<file path="src/rtl/sample_adder_top.sv">
// sample_adder_top: pairs two independently-valid unsigned sample streams
// and emits their registered, one-bit-wider sum.
//
// Each input channel has a one-entry holding register. The sum fires on the
// cycle after both holds are full. A new sample arriving on a channel whose
// hold is still waiting replaces the older sample, so the newest one wins.
//
// Ports:
//   ref_clk   in   reference clock; the only clock
//   rst       in   synchronous active-high reset
//   clk_out   out  ref_clk forwarded combinationally
//   dinp_a    in   [DATA_W-1:0] operand A, with valid_a as its qualifier
//   dinp_b    in   [DATA_W-1:0] operand B, with valid_b as its qualifier
//   out       out  [DATA_W:0]   registered sum A+B
//   valid_out out  single-cycle qualifier for out

// One channel's holding register.
//   din/vld  incoming sample
//   consume  the pair fired this cycle, so the held sample is used up
//   hold/full  the held sample and its occupancy flag
module sample_hold #(
  parameter int DATA_W = 8
) (
  input  logic              ref_clk,
  input  logic              rst,
  input  logic [DATA_W-1:0] din,
  input  logic              vld,
  input  logic              consume,
  output logic [DATA_W-1:0] hold,
  output logic              full
);
  logic [DATA_W-1:0] hold_d, hold_q;
  logic              full_d, full_q;

  // A refill takes priority over consume. It covers both a same-edge refill
  // and an overwrite of an unpaired sample.
  always_comb begin
    hold_d = hold_q;
    full_d = full_q;
    if (vld) begin
      hold_d = din;
      full_d = 1'b1;
    end else if (consume) begin
      full_d = 1'b0;
    end
  end

  always_ff @(posedge ref_clk) begin
    if (rst) begin
      hold_q <= '0;
      full_q <= 1'b0;
    end else begin
      hold_q <= hold_d;
      full_q <= full_d;
    end
  end

  assign hold = hold_q;
  assign full = full_q;
endmodule

module sample_adder_top #(
  parameter int DATA_W = 8
) (
  input  logic              ref_clk,
  input  logic              rst,
  output logic              clk_out,
  input  logic [DATA_W-1:0] dinp_a,
  input  logic              valid_a,
  input  logic [DATA_W-1:0] dinp_b,
  input  logic              valid_b,
  output logic [DATA_W:0]   out,
  output logic              valid_out
);
  localparam int NUM_CH = 2;

  logic [NUM_CH-1:0][DATA_W-1:0] ch_din, ch_hold;
  logic [NUM_CH-1:0]             ch_vld, ch_full;
  logic                          fire;

  logic [DATA_W:0] out_d, out_q;
  logic            vo_d, vo_q;

  // Plain forward of the reference clock; it is not gated and it keeps
  // toggling through reset.
  assign clk_out = ref_clk;

  assign ch_din = {dinp_b, dinp_a};
  assign ch_vld = {valid_b, valid_a};
  assign fire   = &ch_full;

  for (genvar c = 0; c < NUM_CH; c++) begin : g_ch
    sample_hold #(.DATA_W(DATA_W)) u_hold (
      .ref_clk (ref_clk),
      .rst     (rst),
      .din     (ch_din[c]),
      .vld     (ch_vld[c]),
      .consume (fire),
      .hold    (ch_hold[c]),
      .full    (ch_full[c])
    );
  end

  // Both operands are zero-extended before the add, so the carry lands in
  // the MSB and the sum can never overflow.
  always_comb begin
    out_d = out_q;
    vo_d  = 1'b0;
    if (fire) begin
      out_d = {1'b0, ch_hold[0]} + {1'b0, ch_hold[1]};
      vo_d  = 1'b1;
    end
  end

  always_ff @(posedge ref_clk) begin
    if (rst) begin
      out_q <= '0;
      vo_q  <= 1'b0;
    end else begin
      out_q <= out_d;
      vo_q  <= vo_d;
    end
  end

  assign out       = out_q;
  assign valid_out = vo_q;
endmodule

</file>
<file path="config.mk">
export PLATFORM = sky130hd
export DESIGN_NAME = sample_adder_top
export DESIGN_NICKNAME = d
export VERILOG_FILES = /design/src/rtl/sample_adder_top.sv
export SDC_FILE = /design/constraint.sdc
export NUM_CORES = 1
export LEC_CHECK = 0
export ABC_AREA = 1
export BUFFER_PORTS_ARGS = -buffer_cell sky130_fd_sc_hd__buf_4
export CORE_MARGIN = 2
export CORE_UTILIZATION = 45
export CTS_CLUSTER_DIAMETER = 120
export DETAILED_ROUTE_END_ITERATION = 12
export GPL_ROUTABILITY_DRIVEN = 0
export GPL_TIMING_DRIVEN = 0
export HOLD_SLACK_MARGIN = 0.05
export PLACE_DENSITY = 0.79
export SLEW_MARGIN = 15
export SYNTH_ARGS = -nofsm -noshare
export SYNTH_HDL_FRONTEND = slang
export SYNTH_HIERARCHICAL = 1
export SYNTH_SLANG_ARGS = --single-unit
</file>
<file path="constraint.sdc">
create_clock -name ref_clk -period 2.5 [get_ports ref_clk]
set_clock_uncertainty 0.1 [all_clocks]
set_input_delay 0.375 -clock ref_clk [delete_from_list [all_inputs] [get_ports ref_clk]]
set_output_delay 0.375 -clock ref_clk [all_outputs]
set_load 0.005 [all_outputs]
</file>
==> results of run 1 <==
## tightest hold or removal path: cells and delay by family
| family | cells | cell delay [ns] |
|---|---|---|
| AND/OR/NAND/NOR | 2 | 0.12 |
| buffers and inverters | 1 | 0.08 |
## cells by family after synthesis
family / synth area share (%)
AOI/OAI and AO/OA: 12.6
and+or+nand+nor: 30.1
DFF: 41.5
xor gates and xnor gates: 0.648
adders and majority gates: 8.89
buffers and inverters: 6.30
## cell usage in the layout (no fill, tap or decap), types with 3 or more instances in the layout
cell and count:
dlygate4sd3_1 13, nand2_2 3, a21oi_1 5, inv_1 15, buf_4 32, o21ai_0 21, nand3_1 8, ha_1 8
dfxtp_1 28, nor2_1 45, clkbuf_4 6, nand2_1 21
## how the worst max path moves through the flow
stage | startpoint | end
floorplan | ref_clk | clk_out
global placement | ref_clk | clk_out
detailed placement | ref_clk | clk_out
CTS | ref_clk | clk_out
global route | ref_clk | clk_out
finish | ref_clk | clk_out
## what timing repair did
item / in CTS / in global routing
endpoints found under the hold margin: 12 / 2
setup buffers: 0 / 0
hold buffers: 11 / 2
## final cells by class
| cell class | instances | share of cell area [%] |
|---|---|---|
| inverters | 18 | 3.85 |
| repair buffers | 42 | 19.1 |
| clock buffers | 7 | 2.89 |
| flip-flops and latches | 28 | 30.8 |
| multi-input cells | 127 | 38.8 |
| plain buffers | 2 | 0.825 |
| clock inverters | 1 | 1.65 |
| well taps | 31 | 2.13 |
## metrics by stage
step	utilization, %	std cells
6_report	64.9	256
5_1_grt	64.9	256
4_1_cts	64.2	254
3_5_place_dp	57.6	236
3_3_place_gp	57.6	236
2_1_floorplan	-	175
## cells in the mapped netlist
cell type | number | share of area, %
nor2_1 | 45 | 12
dfxtp_1 | 28 | 41
nand2_1 | 21 | 5.8
o21ai_0 | 21 | 7.8
inv_1 | 15 | 4.2
ha_1 | 8 | 7.4
nand3_1 | 8 | 3.0
a21oi_1 | 5 | 1.9
nand2_2 | 3 | 1.4
a21oi_2 | 2 | 1.3
buf_4 | 2 | 1.1
inv_2 | 2 | 0.56
nand3b_1 | 2 | 1.1
nand3b_4 | 2 | 3.0
o211ai_1 | 2 | 1.1
or2_4 | 2 | 1.3
a211oi_1 | 1 | 0.56
fa_1 | 1 | 1.5
inv_4 | 1 | 0.46
nand2_4 | 1 | 0.83
nand3_2 | 1 | 0.74
nor2_2 | 1 | 0.46
xnor2_1 | 1 | 0.65
## flip-flops by register name, summed over array words and instances (netlist names)
name / cells
g_ch.u_hold/hold: 16
out: 9
g_ch.u_hold/full: 2
valid_out: 1
## per-layer routing
layer	wire (µm)	vias up
met5	0	-
met4	48	0
met3	111	7
met2	1350	29
met1	1290	522
li1	-	662
## power groups by stage
stage | clock network [W] | logic (W) | registers (W)
after floorplan | 0.0000259 | 0.000110 | 0.000499
after global placement | 0.0000484 | 0.000169 | 0.000501
after detailed placement | 0.0000484 | 0.000171 | 0.000503
after CTS | 0.000417 | 0.000186 | 0.000493
after global routing | 0.000443 | 0.000214 | 0.000497
final | 0.000413 | 0.000189 | 0.000493
==> results.sh, run 1 <==
export IMPL_antenna_found_initial=0
export IMPL_met2_usage_pct=30.8
export IMPL_dieArea_um2=3460
export IMPL_p_per_area_nw_per_um2=601
export IMPL_first_iter_violations=17
export IMPL_grtUsageTotal_pct=17.8
export IMPL_pwr_share_seq_pct=45.0
export IMPL_cp_required_ns=2.03
export IMPL_r2r_end="out[6]"
export IMPL_hold_class="in2reg"
export IMPL_die_y_um=58.8
export IMPL_antennaDiodeCount=0
export IMPL_run_status="finished, final reports clean"
export IMPL_crit_family="buffers and inverters"
export IMPL_drv_cap=0
export IMPL_final_max_slew_violation_count=0
export IMPL_final_area_um2=1820
export IMPL_ant_nets=0
export IMPL_drive_gt1_share_pct=24.0
export IMPL_seqCellArea_um2=561
export IMPL_holdWs_ns=0.0546
export IMPL_start_util_pct=48.2
export IMPL_power_leakage_nw=0.925
export IMPL_gr_usage_met3_pct=2.20
export IMPL_swShare_pct=24.7
export IMPL_finalHoldViolations=0
export IMPL_p_sw_w=0.000271
export IMPL_ios=31
export IMPL_synth_area_per_cell_um2=7.72
export IMPL_portBuffers=30
export IMPL_nets=255
export IMPL_rows=19
export IMPL_min_from="dinp_b[6]"
export IMPL_place_detailed_hpwl_um=2080
export IMPL_critPathKind="clk2out"
export IMPL_drc=0
export IMPL_worstPathMaxFanout=2
export IMPL_timing_slew_headroom_pct=87.3
export IMPL_clk_latency_ns=0.45
export IMPL_rrSetupSlack_ns=0.78
export IMPL_synth_cell_type_count=23
export IMPL_power_internal_w=0.000824
export IMPL_vdd_drop_max_mv=0.487
export IMPL_pwr_share_clk_pct=37.7
export IMPL_grt_start_max_net_pins=17
export IMPL_hold_depth=3
export IMPL_vias_per_cell=4.77
export IMPL_area_growth_pct=34.7
export IMPL_r2r_cells=10
export IMPL_multi_input_area_um2=706
export IMPL_tightest_slew_ns=0.190
export IMPL_wire_per_inst_um=11.0
export IMPL_cts_tree="built"
export IMPL_startpoint_type="clock port"
export IMPL_dr_pass1_iters=4
export IMPL_critical_path_cell_chain="clkbuf_4, clkbuf_4, buf_4, buf_4"
export IMPL_wl_um=2800
export IMPL_cts_resized=0
export IMPL_crit_path_end_kind="output pin"
export IMPL_vias=1220
export IMPL_grt_setup_unrepaired="no"
export IMPL_grt_pass1_wl_um=4740
export IMPL_grt_use_met1_pct=22.0
export IMPL_synth_seq_area_share_pct=41.5
export IMPL_grt_pass1_vias=1141
export IMPL_r2r_start="g_ch[0].u_hold/hold[0]"
export IMPL_synth_seq_cells=28
export IMPL_cp_depth=4
export IMPL_timing_final_ws_setup_ns=0.315
export IMPL_critPathBufInv=4
export IMPL_placed_area_um2=1620
export IMPL_cp_arrival_ns=1.71
export IMPL_synth_nets=204
export IMPL_finalPower_w=0.00109
export IMPL_yosysWarnings=6
export IMPL_syn_inst=175
export IMPL_path_clk_slew_ns=0.15
export IMPL_dp_slack_ns=0.551
export IMPL_pwr_share_comb_pct=17.2
export IMPL_syn_area_um2=1350
export IMPL_core_um2=2810
export IMPL_slowest_delay_ns=0.12
export IMPL_gr_max_usage_layer="met2"
export IMPL_hold_end="g_ch[1].u_hold/hold[6]"
export IMPL_setup_violations=0
export IMPL_crit_path_top_delay_cell="clkbuf_4"
export IMPL_chipWidth_um=58.8
export IMPL_fin_setup_tns_ns=0
export IMPL_final_fill_count=240
export IMPL_grt_ovfl_total=0
Power figures use the tool's default switching activity.
==> run 2: changes to the inputs <==
--- a/config.mk
+++ b/config.mk
@@ -6,15 +6,17 @@
 export NUM_CORES = 1
 export LEC_CHECK = 0
 export ABC_AREA = 1
+export ABC_CLOCK_PERIOD_IN_PS = 2500
 export BUFFER_PORTS_ARGS = -buffer_cell sky130_fd_sc_hd__buf_4
 export CORE_MARGIN = 2
-export CORE_UTILIZATION = 45
+export CORE_UTILIZATION = 56
 export CTS_CLUSTER_DIAMETER = 120
 export DETAILED_ROUTE_END_ITERATION = 12
 export GPL_ROUTABILITY_DRIVEN = 0
 export GPL_TIMING_DRIVEN = 0
 export HOLD_SLACK_MARGIN = 0.05
-export PLACE_DENSITY = 0.79
+export PLACE_DENSITY = 0.93
+export SETUP_SLACK_MARGIN = 0.5
 export SLEW_MARGIN = 15
 export SYNTH_ARGS = -nofsm -noshare
 export SYNTH_HDL_FRONTEND = slang
==> run 2 against run 1 <==
  * Worst setup slack gained 0.063 ns
  * Power grew 8.8%
  * Die area shrank 18%
  * Largest power group is now the clock network
  * Highest routed layer unchanged
==> results.sh, run 2 (synthesis gave the netlist of run 1 again) <==
export IMPL_vias=1316
export IMPL_antenna_found_initial=0
export IMPL_crit_path_start="ref_clk"
export IMPL_grt_start_max_net_pins=17
export IMPL_finalHoldViolations=0
export IMPL_final_cell_mix="nor2_1 (45), buf_4 (30), dfxtp_1 (28), nand2_1 (21), o21ai_0 (21)"
export IMPL_core_um2=2250
export IMPL_ios=31
export IMPL_start_util_pct=59.9
export IMPL_drc=0
export IMPL_rows=17
export IMPL_grtUsageTotal_pct=25.9
export IMPL_startpoint_type="clock port"
export IMPL_vias_per_cell=5.20
export IMPL_cp_required_ns=2.03
export IMPL_final_common_cell="nor2_1"
export IMPL_timing_slew_headroom_pct=84.3
export IMPL_dieArea_um2=2820
export IMPL_fin_setup_tns_ns=0
export IMPL_crit_path_end_kind="output pin"
export IMPL_grt_setup_unrepaired="yes"
export IMPL_crit_path_end="clk_out"
export IMPL_nets=255
export IMPL_drv_cap=0
export IMPL_grt_ovfl_total=0
export IMPL_drive_gt1_share_pct=24.0
export IMPL_vdd_drop_max_mv=0.601
export IMPL_r2r_start="g_ch[0].u_hold/hold[0]"
export IMPL_largest_reg_flops=16
export IMPL_clk_latency_ns=0.45
export IMPL_run_status="finished, final reports clean"
export IMPL_path_clk_slew_ns=0.15
export IMPL_cts_tree="built"
export IMPL_final_util_pct=81.6
export IMPL_ant_nets=0
export IMPL_r2r_cells=10
export IMPL_seqCellArea_um2=561
export IMPL_power_leakage_nw=0.933
export IMPL_chipWidth_um=53.1
export IMPL_worstPathMaxFanout=2
export IMPL_tightest_slew_ns=0.233
export IMPL_p_per_area_nw_per_um2=647
export IMPL_critPathKind="clk2out"
export IMPL_grt_pass1_vias=1316
export IMPL_hold_class="in2reg"
export IMPL_final_max_slew_violation_count=0
export IMPL_wire_per_inst_um=12.7
export IMPL_first_iter_violations=41
export IMPL_grt_pass1_wl_um=5240
export IMPL_final_fill_count=150
export IMPL_area_growth_pct=36.1
export IMPL_dr_pass1_iters=4
export IMPL_wl_um=3210
export IMPL_r2r_end="out[6]"
export IMPL_hold_depth=3
export IMPL_cp_arrival_ns=1.65
export IMPL_place_detailed_hpwl_um=2210
export IMPL_setup_violations=0
export IMPL_portBuffers=30
export IMPL_dp_cells=233
export IMPL_rrSetupSlack_ns=0.76
export IMPL_antennaDiodeCount=0
export IMPL_multi_input_area_um2=706
export IMPL_die_y_um=53.1
export IMPL_holdWs_ns=0.0598
export IMPL_layoutNonFillerInstCount=253
-- run 2: changes by cell type in the layout (fill, tap and decap cells not counted), sizes merged --
cell,before,now
buf,32,34
clkbuf,6,4
-- run 2: area by class of cell --
type                    count  share of cell area (%)
clock inverters             1                    1.63
repair buffers             42                    18.9
plain buffers               2                    1.02
multi-input cells         127                    38.4
inverters                  18                    3.81
flip-flops and latches     28                    30.5
clock buffers               7                    3.88
well taps                  28                    1.90
-- run 2: through the flow --
stage / power, W / worst slack [ns] / cell area [µm²]
CTS: 0.00117 / 0.342 / 1840
detailed placement: 0.000725 / 0.551 / 1610
finish: 0.00119 / 0.378 / 1840
floorplan: 0.000635 / 0.664 / 1350
global route: 0.00124 / 0.370 / 1840
global placement: 0.000715 / 0.551 / 1610
-- run 2: worst min path at each step --
stage                     startpoint                     end  slack [ns]
after global routing       dinp_b[5]  g_ch[1].u_hold/hold[5]        0.06
after detailed placement      out[1]                  out[1]        0.38
final                      dinp_b[5]  g_ch[1].u_hold/hold[5]        0.06
after CTS                  dinp_b[5]  g_ch[1].u_hold/hold[5]        0.05
after floorplan                  rst     g_ch[0].u_hold/full        0.34
after global placement        out[1]                  out[1]        0.37
-- run 2: timing repair --
item	in CTS	in global routing
hold buffers	13	0
setup endpoints to repair	1	1
endpoints found under the hold margin	15	0
gates resized for setup	4	2
setup buffers	0	0
-- run 2: critical path: stages --
cell	delay [ns]
buf_8	0.09
buf_8	0.10
buf_6	0.10
buf_6	0.10
-- run 2: power by group --
part | switching, W | internal [W] | total [W]
Clock | 0.000179 | 0.000323 | 0.000502
Combinational | 0.0000994 | 0.0000961 | 0.000196
Sequential | 0.0000180 | 0.000476 | 0.000494
Total | 0.000297 | 0.000894 | 0.00119
-- run 2: routing by layer --
metal	routed length [µm]	up-vias	part of all wire (%)	track usage, %
met5	0	-	0	0
met4	80	0	2.5	14.5
met3	177	11	5.5	4.52
met2	1590	51	49	46.7
met1	1360	590	43	28.2
li1	-	664	-	-
==> run 3: changes to the inputs <==
--- a/config.mk
+++ b/config.mk
@@ -6,16 +6,16 @@
 export NUM_CORES = 1
 export LEC_CHECK = 0
 export ABC_AREA = 1
-export ABC_CLOCK_PERIOD_IN_PS = 2500
+export ABC_CLOCK_PERIOD_IN_PS = 1700
 export BUFFER_PORTS_ARGS = -buffer_cell sky130_fd_sc_hd__buf_4
 export CORE_MARGIN = 2
-export CORE_UTILIZATION = 56
+export CORE_UTILIZATION = 47
 export CTS_CLUSTER_DIAMETER = 120
 export DETAILED_ROUTE_END_ITERATION = 12
 export GPL_ROUTABILITY_DRIVEN = 0
 export GPL_TIMING_DRIVEN = 0
 export HOLD_SLACK_MARGIN = 0.05
-export PLACE_DENSITY = 0.93
+export PLACE_DENSITY = 0.85
 export SETUP_SLACK_MARGIN = 0.5
 export SLEW_MARGIN = 15
 export SYNTH_ARGS = -nofsm -noshare
==> constraint.sdc (replaced) <==
create_clock -name ref_clk -period 1.7 [get_ports ref_clk]
set_clock_uncertainty 0.1 [all_clocks]
set_input_delay 0.255 -clock ref_clk [delete_from_list [all_inputs] [get_ports ref_clk]]
set_output_delay 0.255 -clock ref_clk [all_outputs]
set_load 0.005 [all_outputs]
==> run 3 against run 2 <==
  * Sequential power up 51%
  * Critical path type unchanged
  * Combinational power up 96%
  * Die area up 18%
  * Critical endpoint unchanged
  * Highest routed layer unchanged
  * Critical path depth unchanged
  * Wire length up 20%
  * Sequential cell count unchanged
  * First-iteration DRC count down 12%
==> results.sh, run 3 (synthesis gave the netlist of run 1 again) <==
export IMPL_run_status="finished, final reports clean"
export IMPL_wl_um=3860
export IMPL_vdd_drop_max_mv=1.10
export IMPL_hold_class="reg2reg"
export IMPL_antenna_found_initial=0
export IMPL_wire_per_inst_um=14.3
export IMPL_setup_violations=0
export IMPL_final_util_pct=79.5
export IMPL_chipWidth_um=57.6
export IMPL_area_growth_pct=60.7
export IMPL_cp_arrival_ns=1.24
export IMPL_fmax_mhz=627
export IMPL_tightest_slew_ns=0.347
export IMPL_nets=268
export IMPL_crit_path_end_kind="output pin"
export IMPL_core_um2=2730
export IMPL_timing_final_ws_setup_ns=0.100
export IMPL_grt_start_max_net_pins=17
export IMPL_dp_slack_ns=0.127
export IMPL_die_y_um=57.6
export IMPL_holdWs_ns=0.398
export IMPL_finalHoldViolations=0
export IMPL_drv_cap=0
export IMPL_path_clk_slew_ns=0.16
export IMPL_final_cell_mix="nor2_1 (44), buf_4 (27), dfxtp_2 (24), o21ai_0 (20), dlygate4sd3_1 (19)"
export IMPL_vias=1393
export IMPL_ant_nets=0
export IMPL_dieArea_um2=3320
export IMPL_grt_ovfl_total=0
export IMPL_final_fill_count=142
export IMPL_cts_tree="built"
export IMPL_p_per_area_nw_per_um2=862
export IMPL_worstPathMaxFanout=2
export IMPL_final_max_slew_violation_count=0
export IMPL_grtUsageTotal_pct=25.0
export IMPL_first_iter_violations=36
export IMPL_portBuffers=30
export IMPL_critPathKind="clk2out"
export IMPL_finalPower_w=0.00187
export IMPL_power_leakage_nw=1.01
export IMPL_vias_per_cell=5.18
export IMPL_period_needed_ns=1.60
export IMPL_grt_pass1_vias=1372
export IMPL_fin_setup_tns_ns=0
export IMPL_final_common_cell="nor2_1"
export IMPL_place_detailed_hpwl_um=2140
export IMPL_antennaDiodeCount=0
export IMPL_period_share_pct=94.1
export IMPL_grt_setup_unrepaired="yes"
export IMPL_startpoint_type="clock port"
export IMPL_drc=0
export IMPL_timing_slew_headroom_pct=76.9
export IMPL_rows=19
export IMPL_drive_gt1_share_pct=45.0
export IMPL_grt_pass1_wl_um=6180
export IMPL_dr_pass1_iters=4
export IMPL_seqCellArea_um2=594
export IMPL_multi_input_area_um2=851
export IMPL_ios=31
export IMPL_start_util_pct=49.4
export IMPL_largest_reg_flops=16
export IMPL_cp_required_ns=1.34
export IMPL_clk_latency_ns=0.46
-- run 3: changes by cell type in the layout (fill, tap and decap cells not counted), moves of 3 or more --
cell,change
buf_4,-3
buf_6,+10
dfxtp_1,-25
dfxtp_2,+24
dlygate4sd3_1,+6
ha_1,-7
ha_4,+7
nand2_1,-7
nand2_2,+5
-- run 3: area by class of cell --
cell class                 count  share of cell area (%)
tap                           31                    1.79
clock buffer                   7                    3.28
clock inverter                 1                    1.38
timing repair buffer          55                    22.9
buffer                         2                   0.864
sequential                    28                    27.4
inverter                      18                    3.23
multi-input combinational    127                    39.2
-- run 3: critical path, stage by stage --
cell   delay (ns)
buf_8        0.09
buf_8        0.10
buf_6        0.10
buf_6        0.10
-- run 3: routing by layer --
metal / up-vias / share of wire [%] / global-route usage, %
li1: 691 / - / -
met1: 642 / 40 / 27.9
met5: - / 0 / 0
met3: 10 / 4.1 / 3.79
met4: 0 / 2.5 / 16.9
met2: 50 / 53 / 43.7
-- run 3: stage by stage --
step / cell area (µm²) / std cells
final: 2170 / 269
after global routing: 2170 / 269
after CTS: 2130 / 267
after detailed placement: 1700 / 236
after global placement: 1700 / 236
after floorplan: 1440 / 175
-- run 3: what timing repair did --
action | 4_1_cts | 5_1_grt
buffers inserted | 5 | 2
cloned | 0 | 0
gates resized for setup | 39 | 11
endpoints found under the setup margin | 19 | 22
pin swaps | 9 | 8
hold buffers | 19 | 0
hold endpoints to repair | 21 | 0
-- run 3: power breakdown --
group / total [W] / switching (W) / leakage, nW / internal, W
clock network: 0.000741 / 0.000267 / 0.0595 / 0.000474
logic: 0.000385 / 0.000177 / 0.712 / 0.000209
registers: 0.000745 / 0.0000386 / 0.240 / 0.000706
-- run 3: worst paths after layout --
check / startpoint / endpoint / slack, ns / cells past startpoint
max: ref_clk / clk_out / 0.10 / 4
min: g_ch[1].u_hold/full / g_ch[1].u_hold/full / 0.40 / 2
max reg2reg: g_ch[1].u_hold/hold[0] / out[6] / 0.11 / 10
min reg2reg: g_ch[1].u_hold/full / g_ch[1].u_hold/full / 0.40 / 2
